### config.mk
export PLATFORM = sky130hd
export DESIGN_NAME = hilo_muldiv_ctrl
export DESIGN_NICKNAME = d
export VERILOG_FILES = /design/src/rtl/hilo_muldiv_ctrl.sv
export SDC_FILE = /design/constraint.sdc
export NUM_CORES = 1
export LEC_CHECK = 0
export ABC_CLOCK_PERIOD_IN_PS = 6100
export CAP_MARGIN = 20
export CORE_MARGIN = 2
export CORE_UTILIZATION = 25
export DETAILED_ROUTE_END_ITERATION = 8
export SYNTH_ARGS = -nofsm -noshare
export SYNTH_HDL_FRONTEND = slang
export SYNTH_SLANG_ARGS = --single-unit
export TNS_END_PERCENT = 5
### constraint.sdc
create_clock -name clk -period 6.1 [get_ports clk]
set_input_delay 1.22 -clock clk [delete_from_list [all_inputs] [get_ports clk]]
set_output_delay 1.22 -clock clk [all_outputs]
set_load 0.05 [all_outputs]
### src/rtl/hilo_muldiv_ctrl.sv
// HI/LO register pair and multi-cycle divider sequencer for the EX stage.
// Commits MULT/MTHI/MTLO in one cycle and runs DIV/DIVU through an external divider.
module hilo_muldiv_ctrl (
    input  logic        clk,
    input  logic        rst,
    input  logic [7:0]  op_i,
    input  logic        valid_i,
    input  logic        hold_i,
    input  logic        flush_i,
    input  logic [31:0] a_i,
    input  logic [31:0] b_i,
    input  logic [63:0] mul_result_i,
    output logic        div_start_o,
    output logic        div_signed_o,
    output logic        div_annul_o,
    output logic [31:0] div_opa_o,
    output logic [31:0] div_opb_o,
    input  logic [63:0] div_result_i,
    input  logic        div_ready_i,
    output logic        stall_o,
    output logic [31:0] hi_o,
    output logic [31:0] lo_o
);

    // Op encodings matching EXE_*_OP in defines.vh.
    localparam logic [7:0] ExeMthiOp  = 8'b0001_0001;
    localparam logic [7:0] ExeMtloOp  = 8'b0001_0011;
    localparam logic [7:0] ExeMultOp  = 8'b0001_1000;
    localparam logic [7:0] ExeMultuOp = 8'b0001_1001;
    localparam logic [7:0] ExeDivOp   = 8'b0001_1010;
    localparam logic [7:0] ExeDivuOp  = 8'b0001_1011;

    typedef enum logic [1:0] {StIdle, StBusy, StDone} state_e;

    state_e      state_q, state_d;
    logic [31:0] hi_q, hi_d;
    logic [31:0] lo_q, lo_d;
    logic [31:0] opa_q, opa_d;
    logic [31:0] opb_q, opb_d;
    logic        sgn_q, sgn_d;
    logic        go;
    logic        is_div;

    always_comb begin
        go     = valid_i & ~hold_i & ~flush_i;
        is_div = (op_i == ExeDivOp) || (op_i == ExeDivuOp);

        state_d = state_q;
        hi_d    = hi_q;
        lo_d    = lo_q;
        opa_d   = opa_q;
        opb_d   = opb_q;
        sgn_d   = sgn_q;

        div_start_o  = 1'b0;
        div_signed_o = 1'b0;
        div_annul_o  = 1'b0;
        div_opa_o    = '0;
        div_opb_o    = '0;
        stall_o      = 1'b0;

        case (state_q)
            StIdle: begin
                if (go) begin
                    case (op_i)
                        ExeMultOp, ExeMultuOp: {hi_d, lo_d} = mul_result_i;
                        ExeMthiOp:             hi_d = a_i;
                        ExeMtloOp:             lo_d = a_i;
                        default:               ;
                    endcase
                end
                // A held DIV still launches; the divider runs while the other hazard clears.
                if (is_div && valid_i && !flush_i) begin
                    state_d      = StBusy;
                    div_start_o  = 1'b1;
                    div_signed_o = (op_i == ExeDivOp);
                    div_opa_o    = a_i;
                    div_opb_o    = b_i;
                    stall_o      = 1'b1;
                    opa_d        = a_i;
                    opb_d        = b_i;
                    sgn_d        = (op_i == ExeDivOp);
                end
            end
            StBusy: begin
                div_start_o  = 1'b1;
                div_signed_o = sgn_q;
                div_opa_o    = opa_q;
                div_opb_o    = opb_q;
                stall_o      = 1'b1;
                if (flush_i) begin
                    div_annul_o = 1'b1;
                    state_d     = StIdle;
                end else if (div_ready_i) begin
                    {hi_d, lo_d} = div_result_i;
                    stall_o      = 1'b0;
                    state_d      = StDone;
                end
            end
            StDone: begin
                // Staying here while held keeps the re-presented DIV from relaunching.
                if (!hold_i || flush_i) begin
                    state_d = StIdle;
                end
            end
            default: state_d = StIdle;
        endcase
    end

    always_ff @(posedge clk or negedge rst) begin
        if (!rst) begin
            state_q <= StIdle;
            hi_q    <= '0;
            lo_q    <= '0;
            opa_q   <= '0;
            opb_q   <= '0;
            sgn_q   <= 1'b0;
        end else begin
            state_q <= state_d;
            hi_q    <= hi_d;
            lo_q    <= lo_d;
            opa_q   <= opa_d;
            opb_q   <= opb_d;
            sgn_q   <= sgn_d;
        end
    end

    assign hi_o = hi_q;
    assign lo_o = lo_q;

endmodule

==> impl_results.md <==
* Result of the run: finished, final reports clean
* Worst hold-check path type: reg2reg
* Syn nets at around 1,100
* Ratio of final minimum period to clock period at 85.5%
* Critical Path AT at ~4000 ps
* Area growth from synthesis to layout at 61.0%
* End of the worst register-to-register path: lo_o[11]
* Final Max Slew Viols at 0
* Total of flip-flops plus latches after synthesis at about 130
* Cell with the biggest individual delay on the critical path: clkdlybuf4s50_1
* Gr ovfl total at 0
* Synth Cell Area at slightly above 7000 um2
* Crit-path max FO at 24
* Worst R2R Start: state_q[0]
* Layout Cells excl Fill at roughly 1,600
* Final setup vio count at 0
* Cell leakage power at about 5.2 nW
* Die height at about 170 um
* Clock-pin slew of the registers on the worst-case setup and hold paths at ~60 ps
* DIE WIDTH at 173 um
* Ratio of routed vias to standard cells at about 5
* Internal at around 0.0018 W
* IO Count at about 340
* Area enclosed by the die boundary at roughly 30,000 um2
* Maximum level of the CTS H-tree at 4
* First-iteration detailed-routing DRC count at between 500 and 600
* CTS sink cnt at 131
* Maximum number of pins on one net before global-route repair at 80
* Cell count after synthesis at between 900 and 1,000
* R2R depth at 5
* Worst IR drop on VDD at approximately 0.00014 V
* Detailed Route WL at around 32 mm
* Total global routing track utilization at 21.2%
* Post-CTS Resized at 0
* DR WL/cell at 19.9 um
* Final setup TNS at 0 ps
* Final #Nets at between 1,000 and 1,500
* Vias in the first global route at 7,799
* Root Buffer: clkbuf_16
* P_sw at approximately 0.0008 W
* Maximum count of clock buffers along a single path at 2
* Post-route cell area at around 12,000 um2
* Library cells used by synthesis at 35
* Via count of the routed design at 7,987
* Switching Share at 30.2%
* RSZ-0062 raised after global routing: no
* Cell row count at between 60 and 70
* Hold wc startpoint: opb_q[11]
* DRC violation count after routing at 0
* Count of TritonRoute iterations in the first routing pass at 5
* Core area at roughly 28,000 um2
* Worst Path Required at a little under 5000 ps
* Number of post-CTS setup repair buffers at 0
* Logic gate share of total power at 21.3%
* First-pass GRT wire length at 49.2 mm
* Setup slack of the worst register-to-register path at roughly 3300 ps
* Area used by multi-input combinational logic at 3470 um2
* Worst path cell trace: clkdlybuf4s50_1, nor3b_1, and4_2, buf_4, nand2_1, a21oi_1, clkdlybuf4s50_1
* Antenna-violating nets left at 0
* Mean cell area of the mapped netlist at just under 8 um2
* Clock network fraction of design power at a little over two fifths
* Source-to-sink clock delay at the later pin of the worst-skew pair at about 420 ps
* Category of the worst setup path capture point: output pin
* Hold-fix buffer count after cts at 0
* Final weighted congestion in routability-driven placement at between 0.8 and 0.9
* Sequential share of power at between 30% and 40%
* Clock buffers created by TritonCTS at 17
* Footprint of the flip-flops and latches at roughly 3300 um2
* Area after DPL at about 11,000 um2
* Initial core utilization at 25.5%
* Antenna violations before repair at 4
* Pin slew with the least headroom to its limit at about 880 ps
* Fraction of final layout cells sized beyond drive strength 1 at around 5%
* Synthesis Warnings at 0
* Number of buffer cells added on primary ports at 337
* Worst Hold Depth at 2
* Final hold violation count at 0
* Placed cells at roughly 1,600
* Highest attainable clock frequency at ~190 MHz
* Filler cell count at 2,861
* Time the final worst path needs with I/O delays and setup at between 5000 and 6000 ps
* Smallest hold slack at about 480 ps
* Half-perimeter wire length after detailed placement at about 22 mm
* Pwr/cell area at between 200 and 250 nW/um2
* End point of the worst hold path: opb_q[11]
* Max capacitance violation total at 0
* Proportion of synthesized chip area in sequential cells at about 46%
* Critical Path Source Type: input pin
* Most Frequent Cell on Critical Path: clkdlybuf4s50_1
* Kind of critical path: in2out
* Largest clock skew in the final design at 9.69 ps
* CP peak stage delay at between 800 and 900 ps
* Clock tree from TritonCTS: yes
* Post-route core utilization at 41.1%
* Worst slew margin at slightly above 40%
[power by group through the flow]
stage / Sequential (W) / Clock (W) / Combinational, W
2_1_floorplan: 0.00115 / 0 / 0.0000923
3_3_place_gp: 0.000984 / 0 / 0.000557
3_5_place_dp: 0.000986 / 0 / 0.000558
4_1_cts: 0.000970 / 0.00111 / 0.000561
5_1_grt: 0.000978 / 0.00116 / 0.000590
6_report: 0.000971 / 0.00109 / 0.000558
[final cells by class]
type	count	share of cell area [%]
flip-flops and latches	131	28.5
repair buffers	356	30.8
multi-input cells	678	30.1
clock buffers	19	3.76
well taps	378	4.11
clock inverters	13	1.53
inverters	32	1.04
diodes	5	0.109
[stage by stage]
step	power, W	worst slack (ps)
floorplan	0.00124	1680
global placement	0.00154	996
detailed placement	0.00154	920
CTS	0.00264	904
global route	0.00273	786
finish	0.00262	884
[metal layers]
layer | track usage (%) | routed length, um | vias to the layer above
li1 | - | - | 3760
met1 | 28.5 | 14200 | 3815
met2 | 33.0 | 14600 | 359
met3 | 5.87 | 2470 | 53
met4 | 6.96 | 884 | 0
met5 | 0 | 0 | -
[registers in the layout, summed over array words and instances (netlist names)]
register and cells:
hi_o 32, lo_o 32, opa_q 32, opb_q 32, state_q 2, sgn_q 1
[synth_stat cells]
cell type	count	area (um2)
o21ai_0	62	310
o211ai_1	1	7.51
a31oi_1	1	6.26
nand4_1	1	6.26
a21oi_1	19	95.1
nor4b_2	2	30.0
or3b_1	1	8.76
or2_0	1	6.26
o21ai_1	4	20.0
buf_2	4	20.0
nor4bb_1	1	10.0
nand2_1	308	1160
and4_1	1	8.76
buf_1	2	7.51
nor3b_1	1	7.51
and3b_1	1	8.76
a211oi_1	33	248
and2_1	2	12.5
and4b_1	1	10.0
and2_0	1	6.26
clkbuf_1	71	267
buf_6	5	56.3
a211o_1	1	8.76
nand2b_1	1	6.26
and3_1	32	200
inv_1	32	120
dfrtp_1	131	3280
a2bb2oi_1	1	8.76
nor2_1	37	139
nor2b_1	2	12.5
or3_1	33	206
nor3_1	64	320
o32ai_1	32	280
o31ai_1	33	248
a311oi_2	1	15.0
[cells by family after synthesis]
logic type             count (synthesis)  share of synthesized area (%)
DFF                                  131                           45.8
AOI/OAI and AO/OA                    188                           17.4
and+or+nand+nor                      490                           30.1
buffers and inverters                114                           6.58
[how the worst max path moves through the flow]
stage | start | endpoint | slack (ps) | cells after the start
after floorplan | op_i[2] | div_opa_o[15] | 1680 | 6
after global placement | op_i[2] | div_opb_o[27] | 1000 | 7
after detailed placement | op_i[2] | div_opb_o[29] | 920 | 7
after CTS | op_i[2] | div_opb_o[29] | 900 | 7
after global routing | op_i[2] | div_opb_o[29] | 790 | 7
final | op_i[2] | div_opb_o[29] | 880 | 7
[layout by cell type (no fill, tap or decap), types with 2 or more instances in the layout]
cell and count:
a211oi_1 32, a21oi_1 18, and2_1 2, and3_1 32, buf_12 3, buf_4 17
bufinv_16 3, clkbuf_1 2, clkbuf_16 17, clkdlybuf4s50_1 335, clkinv_4 6, dfrtp_1 131
diode_2 5, inv_1 32, inv_6 3, nand2_1 307, nor2_1 37, nor3_1 64
o21ai_0 62, o21ai_1 4, o31ai_1 33, o32ai_1 32, or3_1 33
[worst max-delay path: cells and delay by family]
kind / cells / cell delay (ps)
buffers and inverters: 3 / 1620
and+or+nand+nor: 3 / 1000
AOI/OAI and AO/OA: 1 / 150
Note: power is estimated with default switching activity, not from simulation.
